**src/rtl/bsg_test_addr_gen.sv**
```systemverilog
// Address request generator for DRAM bandwidth tests (valid/yumi handshake).
// Define BSG_TEST_ADDR_GEN_RANDOM_EN to compile in the LFSR random mode.
module bsg_test_addr_gen #(
    parameter int          channel_addr_width_p = 8,
    parameter int          num_request_p        = 16,
    parameter int          stride_p             = 1,
    parameter logic [31:0] lfsr_seed_p          = 32'h1
) (
    input  logic                            clk_i,
    input  logic                            reset_n_i,
    input  logic                            start_i,
    input  logic [1:0]                      mode_i,
    input  logic [channel_addr_width_p-1:0] base_addr_i,
    output logic                            v_o,
    output logic [channel_addr_width_p-1:0] ch_addr_o,
    input  logic                            yumi_i,
    output logic                            done_o,
    output logic [$clog2(num_request_p+1)-1:0] issued_o
);

    localparam int aw_lp = channel_addr_width_p;
    localparam int iw_lp = $clog2(num_request_p+1);

    localparam logic [1:0] idle_s = 2'd0;
    localparam logic [1:0] run_s  = 2'd1;
    localparam logic [1:0] done_s = 2'd2;

    localparam logic [aw_lp-1:0] stride_lp = aw_lp'(stride_p);
    localparam logic [iw_lp-1:0] last_lp   = iw_lp'(num_request_p - 1);

    logic [1:0]       state_q, state_d;
    logic [aw_lp-1:0] addr_q, addr_d, addr_nxt;
    logic [iw_lp-1:0] issued_q, issued_d;
    logic             strided_q, strided_d;

`ifdef BSG_TEST_ADDR_GEN_RANDOM_EN
    logic             random_q, random_d;
    logic [aw_lp-1:0] base_q, base_d;
    logic [31:0]      lfsr_q, lfsr_d, lfsr_nxt;

    // Left-shifting Galois LFSR, feedback taken from bit 31
    assign lfsr_nxt = {lfsr_q[30:0], 1'b0} ^ (lfsr_q[31] ? 32'h80200003 : 32'h0);

    always_comb begin
        if (random_q)
            addr_nxt = base_q + lfsr_nxt[aw_lp-1:0];
        else if (strided_q)
            addr_nxt = addr_q + stride_lp;
        else
            addr_nxt = addr_q + aw_lp'(1);
    end
`else
    always_comb begin
        if (strided_q)
            addr_nxt = addr_q + stride_lp;
        else
            addr_nxt = addr_q + aw_lp'(1);
    end
`endif

    always_comb begin
        state_d   = state_q;
        addr_d    = addr_q;
        issued_d  = issued_q;
        strided_d = strided_q;
`ifdef BSG_TEST_ADDR_GEN_RANDOM_EN
        random_d  = random_q;
        base_d    = base_q;
        lfsr_d    = lfsr_q;
`endif
        case (state_q)
            idle_s, done_s: begin
                if (start_i) begin
                    state_d   = run_s;
                    addr_d    = base_addr_i;
                    issued_d  = '0;
                    strided_d = (mode_i == 2'd1);
`ifdef BSG_TEST_ADDR_GEN_RANDOM_EN
                    random_d  = (mode_i == 2'd2);
                    base_d    = base_addr_i;
                    lfsr_d    = lfsr_seed_p;
`endif
                end
            end
            run_s: begin
                if (yumi_i) begin
                    addr_d   = addr_nxt;
                    issued_d = issued_q + iw_lp'(1);
`ifdef BSG_TEST_ADDR_GEN_RANDOM_EN
                    if (random_q)
                        lfsr_d = lfsr_nxt;
`endif
                    if (issued_q == last_lp)
                        state_d = done_s;
                end
            end
            default: state_d = idle_s;
        endcase
    end

    always_ff @(posedge clk_i or negedge reset_n_i) begin
        if (!reset_n_i) begin
            state_q   <= idle_s;
            addr_q    <= '0;
            issued_q  <= '0;
            strided_q <= 1'b0;
`ifdef BSG_TEST_ADDR_GEN_RANDOM_EN
            random_q  <= 1'b0;
            base_q    <= '0;
            lfsr_q    <= lfsr_seed_p;
`endif
        end else begin
            state_q   <= state_d;
            addr_q    <= addr_d;
            issued_q  <= issued_d;
            strided_q <= strided_d;
`ifdef BSG_TEST_ADDR_GEN_RANDOM_EN
            random_q  <= random_d;
            base_q    <= base_d;
            lfsr_q    <= lfsr_d;
`endif
        end
    end

    assign v_o       = (state_q == run_s);
    assign done_o    = (state_q == done_s);
    assign ch_addr_o = addr_q;
    assign issued_o  = issued_q;

endmodule
```
**config.mk**
```make
export PLATFORM = sky130hd
export DESIGN_NAME = bsg_test_addr_gen
export DESIGN_NICKNAME = d
export VERILOG_FILES = /design/src/rtl/bsg_test_addr_gen.sv
export SDC_FILE = /design/constraint.sdc
export NUM_CORES = 1
export LEC_CHECK = 0
export ABC_CLOCK_PERIOD_IN_PS = 1900
export CAP_MARGIN = 20
export CORE_AREA = 2 2 50 52
export CTS_CLUSTER_SIZE = 28
export DETAILED_ROUTE_END_ITERATION = 12
export DIE_AREA = 0 0 52 54
export MAX_ROUTING_LAYER = met4
export PLACE_DENSITY = 0.74
export SETUP_SLACK_MARGIN = 0.05
export SYNTH_ARGS = -nofsm -noshare
export SYNTH_HDL_FRONTEND = slang
export SYNTH_SLANG_ARGS = --single-unit
```
**constraint.sdc**
```tcl
create_clock -name clk_i -period 1.9 [get_ports clk_i]
set_clock_uncertainty 0.1 [all_clocks]
set_input_delay 0.38 -clock clk_i [delete_from_list [all_inputs] [get_ports clk_i]]
set_output_delay 0.38 -clock clk_i [all_outputs]
set_load 0.02 [all_outputs]
```
==> results.sh, run 1 <==
export IMPL_status="completed"
export IMPL_peakVddDrop_mv=0.820
export IMPL_avgViaCountPerCell=5.95
export IMPL_drive_gt1_share_pct=22.6
export IMPL_placed_area_mm2=0.00138
export IMPL_synth_avg_cell_area_um2=10.9
export IMPL_grt_start_max_net_pins=16
export IMPL_antenna_cells=0
export IMPL_final_cell_mix="17 x clkdlybuf4s50_1, 15 x dfrtp_1, 11 x buf_4"
export IMPL_htree_levels=1
export IMPL_die_x_um=52
export IMPL_comb_power_share_pct=61.5
export IMPL_synth_fp_nets=112
export IMPL_max_freq_mhz=567
export IMPL_routabilityCongestion=0.828
export IMPL_cts_tree="done"
export IMPL_core_rowCount=18
export IMPL_yosysTopAreaCellShare_pct=36.3
export IMPL_post_dp_hpwl_mm=1.92
export IMPL_synth_async_sr_flop_share_pct=100
export IMPL_antenna_found_initial=0
export IMPL_worstSetupStartpointType="flop"
export IMPL_synth_cell_type_count=45
export IMPL_hp_class="input pin to async pin"
export IMPL_slowest_stage="clkdlybuf4s50_1"
export IMPL_p_sw_share_pct=43.3
export IMPL_fin_tns_setup_ps=0
export IMPL_synth_seq_area_share_pct=36.3
export IMPL_clock_power_share_pct=9.5
export IMPL_fin_area_mm2=0.00142
export IMPL_clk_path_buf_depth=2
export IMPL_overflow=0
export IMPL_internal_power_mw=1.12
export IMPL_cp_arrival_ps=1280
export IMPL_initial_core_util_pct=44.6
export IMPL_clockRootBuffer="clkbuf_4"
export IMPL_drtIter0Drc=22
export IMPL_ys_top_cells_by_area="dfrtp_1 36%, mux2i_1 3.9%, nand3_1 3.9%"
export IMPL_fin_hold_ws_ps=314
export IMPL_finalHoldViolCount=0
export IMPL_cts_buffers=3
export IMPL_yosys_warnings=0
export IMPL_antenna_left=0
export IMPL_cp_cell_sequence="clkdlybuf4s50_1"
export IMPL_syn_area_mm2=0.00103
export IMPL_io_pins=29
export IMPL_synth_edf_count=0
export IMPL_cp_end_kind="primary output"
export IMPL_clk_pin_slew_ps=90
export IMPL_cpPeakStageDelay_ps=620
export IMPL_worst_slew_pin_slew_ps=463
export IMPL_cap_violations=0
export IMPL_core_mm2=0.00232
export IMPL_drtPass1Iterations=4
export IMPL_power_per_cell_area_mw_per_mm2=1400
export IMPL_min_period_ps=1760
export IMPL_setup_ws_ps=136
export IMPL_crit_fanout=2
export IMPL_place_ws_ps=58.9
export IMPL_synth_main_ff_cell="dfrtp_1"
export IMPL_cellLeakagePower_nw=0.643
export IMPL_synth_seq_cells=15
export IMPL_grt_pass1_wl_mm=4.62
export IMPL_setup_viol=0
export IMPL_finalNetCount=151
export IMPL_route_detailed_drc=0
export IMPL_worstSetupPathType="flop to primary output"
export IMPL_synthToLayoutAreaGrowth_pct=37.2
export IMPL_cpLargestDelayFamily="buffers and inverters"
export IMPL_netSwitchingPower_uw=858
export IMPL_seq_power_share_pct=29.1
export IMPL_insertion_delay_ps=280
export IMPL_first_global_vias=959
export IMPL_port_buffers=26
export IMPL_cts_sinks=15
export IMPL_final_common_cell="clkdlybuf4s50_1"
export IMPL_post_route_util_pct=61.1
export IMPL_grt_usage_pct=23.1
export IMPL_die_area_mm2=0.00281
export IMPL_critical_path_buf_inv_count=1
export IMPL_die_height_um=54
export IMPL_critPathRequiredTime_ps=1420
export IMPL_via_count=970
export IMPL_wl_mm=2.72
export IMPL_synth_area_leader_cell="dfrtp_1"
export IMPL_netlist_instances=95
export IMPL_timing_slew_headroom_pct=69.1
export IMPL_postCtsHoldBufs=0
export IMPL_slew_violations=0
export IMPL_final_period_utilization_pct=92.9
export IMPL_rsz0062_at_grt="no"
export IMPL_wire_per_inst_um=16.7
==> power by group through the flow <==
| stage | combinational (mW) | clock, mW | sequential [mW] |
|---|---|---|---|
| floorplan | 0.566 | 0 | 0.752 |
| global placement | 1.21 | 0 | 0.579 |
| detailed placement | 1.24 | 0 | 0.578 |
| CTS | 1.23 | 0.190 | 0.575 |
| global route | 1.33 | 0.201 | 0.601 |
| finish | 1.22 | 0.188 | 0.576 |
==> path summary, 6_finish.rpt <==
check                      slack (ps)                startpoint  depth (start not counted)                        to
min in group clk_i                450   issued_o[4]$_DFFE_PN0P_                          2   issued_o[4]$_DFFE_PN0P_
max in group asynchronous        1210                 reset_n_i                          2    state_q[1]$_DFFE_PN0P_
min reg2reg                       450   issued_o[4]$_DFFE_PN0P_                          2   issued_o[4]$_DFFE_PN0P_
max reg2reg                       280    state_q[0]$_DFFE_PN0P_                          4  ch_addr_o[2]$_DFFE_PN0P_
min                               310                 reset_n_i                          2   issued_o[0]$_DFFE_PN0P_
max                               140  ch_addr_o[4]$_DFFE_PN0P_                          1              ch_addr_o[4]
==> worst register-to-register path: stages (launching register included) <==
cell,delay [ps]
dfrtp_1,410
buf_4,200
nand2b_1,410
a2bb2oi_1,170
o2bb2a_4,240
==> repair_timing <==
action / 4_1_cts / 5_1_grt
setup buffers: 0 / 0
setup endpoints to repair: 4 / 5
hold endpoints to repair: 0 / 0
resized for setup: 4 / 5
==> routing by layer <==
layer	vias up	global-route usage [%]	part of all wire [%]
met5	-	-	0
met4	0	3.95	0
met1	479	30.0	46
met3	0	3.61	5.0
met2	38	38.8	49
li1	453	-	-
==> stage by stage <==
stage          power [mW]  std cells
2_1_floorplan        1.32         95
3_3_place_gp         1.79        159
3_5_place_dp         1.81        159
4_1_cts              2.00        163
5_1_grt              2.13        163
6_report             1.98        163
==> registers in the layout, summed over array words and instances, names as in the netlist <==
| signal | cells |
|---|---|
| ch_addr_o | 8 |
| state_q | 2 |
| issued_o | 5 |
==> synthesized netlist by cell type, types with 2 or more instances <==
| master | count |
|---|---|
| a21o_1 | 2 |
| a22o_1 | 2 |
| a22oi_1 | 3 |
| a2bb2oi_1 | 2 |
| and3_1 | 2 |
| and4_1 | 2 |
| buf_6 | 2 |
| dfrtp_1 | 15 |
| ha_1 | 3 |
| inv_1 | 2 |
| mux2i_1 | 4 |
| nand2_1 | 4 |
| nand2b_1 | 3 |
| nand3_1 | 8 |
| nor2b_1 | 2 |
| nor3b_1 | 2 |
| o211ai_1 | 4 |
| o21ai_1 | 2 |
| o221ai_1 | 2 |
| o22ai_1 | 3 |
| o2bb2a_4 | 2 |
==> final cells by class <==
type,count,area (µm²)
Clock buffer,4,26.3
Tap cell,30,37.5
Multi-Input combinational cell,74,614
Timing Repair Buffer,37,350
Sequential cell,15,375
Fill cell,211,902
Inverter,3,13.8
==> logic make-up (layout without fill, tap and decap cells) <==
| logic type | count (synthesis) | count (layout) | synth area share, % |
|---|---|---|---|
| simple gates | 36 | 36 | 25.2 |
| compound gates | 30 | 30 | 25.9 |
| flops | 15 | 15 | 36.3 |
| buf+inv | 6 | 44 | 4.24 |
| mux | 4 | 4 | 3.87 |
| fa+ha+maj | 3 | 3 | 3.63 |
| xor+xnor | 1 | 1 | 0.848 |
(Power assumes the default switching activity.)
==> run 2: changes to the inputs <==
- ABC_CLOCK_PERIOD_IN_PS: 1900 -> 2200
- CORE_AREA: 2 2 50 52 -> 2 2 49 51
- DIE_AREA: 0 0 52 54 -> 0 0 51 53
- PLACE_DENSITY: 0.74 -> 0.77
- clock period: 1.9 -> 2.2 ns (I/O delays scaled with it)
==> results.sh, run 2 (synthesized netlist as in run 1, its figures left out) <==
export IMPL_cts_buffers=3
export IMPL_status="completed"
export IMPL_rrSetupSlack_ps=560
export IMPL_antenna_left=0
export IMPL_overflow=0
export IMPL_initial_core_util_pct=48.1
export IMPL_postCtsHoldBufs=0
export IMPL_synthToLayoutAreaGrowth_pct=31.4
export IMPL_grt_pass1_wl_mm=4.39
export IMPL_grt_start_max_net_pins=16
export IMPL_wl_mm=2.59
export IMPL_setup_viol=0
export IMPL_worstSetupPathType="flop to primary output"
export IMPL_drive_gt1_share_pct=19.0
export IMPL_die_x_um=51
export IMPL_grt_usage_pct=21.9
export IMPL_cts_sinks=15
export IMPL_post_dp_hpwl_mm=1.85
export IMPL_insertion_delay_ps=280
export IMPL_critical_path_buf_inv_count=1
export IMPL_setup_ws_ps=185
export IMPL_n_fill_cell=182
export IMPL_fin_tns_setup_ps=0
export IMPL_htree_levels=1
export IMPL_drtIter0Drc=25
export IMPL_cp_arrival_ps=1480
export IMPL_finalNetCount=144
export IMPL_antenna_cells=0
export IMPL_finalHoldViolCount=0
export IMPL_routabilityCongestion=0.761
export IMPL_core_mm2=0.00215
export IMPL_cts_tree="done"
export IMPL_core_rowCount=17
export IMPL_slowest_stage="clkdlybuf4s50_1"
export IMPL_first_global_vias=950
export IMPL_finalPower_mw=1.65
export IMPL_wire_per_inst_um=16.8
export IMPL_critPathRequiredTime_ps=1660
export IMPL_fin_hold_ws_ps=378
export IMPL_die_area_mm2=0.00270
export IMPL_avgViaCountPerCell=6.19
export IMPL_cpPeakStageDelay_ps=670
export IMPL_port_buffers=26
export IMPL_timing_slew_headroom_pct=68.7
export IMPL_antenna_found_initial=0
export IMPL_clockRootBuffer="clkbuf_4"
export IMPL_io_pins=29
export IMPL_clk_pin_slew_ps=90
export IMPL_worstSetupStartpointType="flop"
export IMPL_cpLargestDelayFamily="buffers and inverters"
export IMPL_rsz0062_at_grt="no"
export IMPL_largest_register_ffs=8
export IMPL_cp_cell_sequence="clkdlybuf4s50_1"
export IMPL_cap_violations=0
export IMPL_placed_area_mm2=0.00133
export IMPL_final_cell_mix="24 x clkdlybuf4s50_1, 14 x dfrtp_1, 8 x nand3_1"
export IMPL_route_detailed_drc=0
export IMPL_hp_class="input pin to async pin"
export IMPL_min_period_ps=2020
export IMPL_slew_violations=0
export IMPL_cellLeakagePower_nw=0.571
export IMPL_peakVddDrop_mv=0.827
export IMPL_crit_fanout=8
export IMPL_die_height_um=53
export IMPL_post_cts_buffers=0
export IMPL_max_freq_mhz=496
export IMPL_power_per_cell_area_mw_per_mm2=1220
export IMPL_place_ws_ps=279
export IMPL_final_common_cell="clkdlybuf4s50_1"
export IMPL_fin_area_mm2=0.00136
export IMPL_worst_slew_pin_slew_ps=469
export IMPL_via_count=954
export IMPL_cp_end_kind="primary output"
export IMPL_final_period_utilization_pct=91.6
export IMPL_drtPass1Iterations=4
export IMPL_clk_path_buf_depth=2
==> run 2: cell types whose count changed in the layout (fill, tap and decap cells not counted), sizes merged <==
cell	change
buf	-7
clkdlybuf4s50	+7
dlymetal6s2s	-4
dlygate4sd2	-3
==> run 2: through the flow <==
step | util (%) | std cells
finish | 63.2 | 154
global route | 63.2 | 154
CTS | 63.1 | 154
detailed placement | 61.9 | 150
global placement | 61.9 | 150
floorplan | - | 95
==> run 2: final timing paths <==
| check | cells past startpoint | startpoint | end |
|---|---|---|---|
| max in group asynchronous | 2 | reset_n_i | state_q[1]$_DFFE_PN0P_ |
| setup reg to reg | 4 | state_q[0]$_DFFE_PN0P_ | ch_addr_o[4]$_DFFE_PN0P_ |
| hold / removal | 2 | reset_n_i | issued_o[3]$_DFFE_PN0P_ |
| min in group clk_i | 2 | issued_o[4]$_DFFE_PN0P_ | issued_o[4]$_DFFE_PN0P_ |
| hold reg to reg | 2 | issued_o[4]$_DFFE_PN0P_ | issued_o[4]$_DFFE_PN0P_ |
| setup / recovery | 1 | ch_addr_o[2]$_DFFE_PN0P_ | ch_addr_o[2] |
==> run 2: area by class of cell <==
class / instances / area (µm²) / area share (%)
multi-input cells: 74 / 614 / 45.3
flip-flops and latches: 15 / 377 / 27.7
inverters: 3 / 13.8 / 1.01
clock buffers: 4 / 26.3 / 1.94
well taps: 28 / 35.0 / 2.58
repair buffers: 30 / 292 / 21.5
==> run 2: timing repair <==
action / 4_1_cts / 5_1_grt
resized for setup: 2 / 1
setup endpoints to repair: 2 / 1
hold endpoints to repair: 0 / 0
==> run 2: report_power, final <==
group / internal [mW] / switching (mW)
Combinational: 0.480 / 0.454
Clock: 0.0702 / 0.0884
Sequential: 0.382 / 0.178
Total: 0.932 / 0.721
==> run 2: per-layer routing <==
| layer | vias to the layer above | track usage [%] | share of wire, % |
|---|---|---|---|
| li1 | 434 | - | - |
| met1 | 483 | 27.6 | 44 |
| met2 | 35 | 37.4 | 50 |
| met3 | 2 | 3.11 | 5.1 |
| met4 | 0 | 5.41 | 0.50 |
| met5 | - | - | 0 |
==> run 3: changes to the inputs <==
- CAP_MARGIN: 20 -> default
==> results of run 3 <==
Final layout, timing and power as in run 2 (identical DEF).
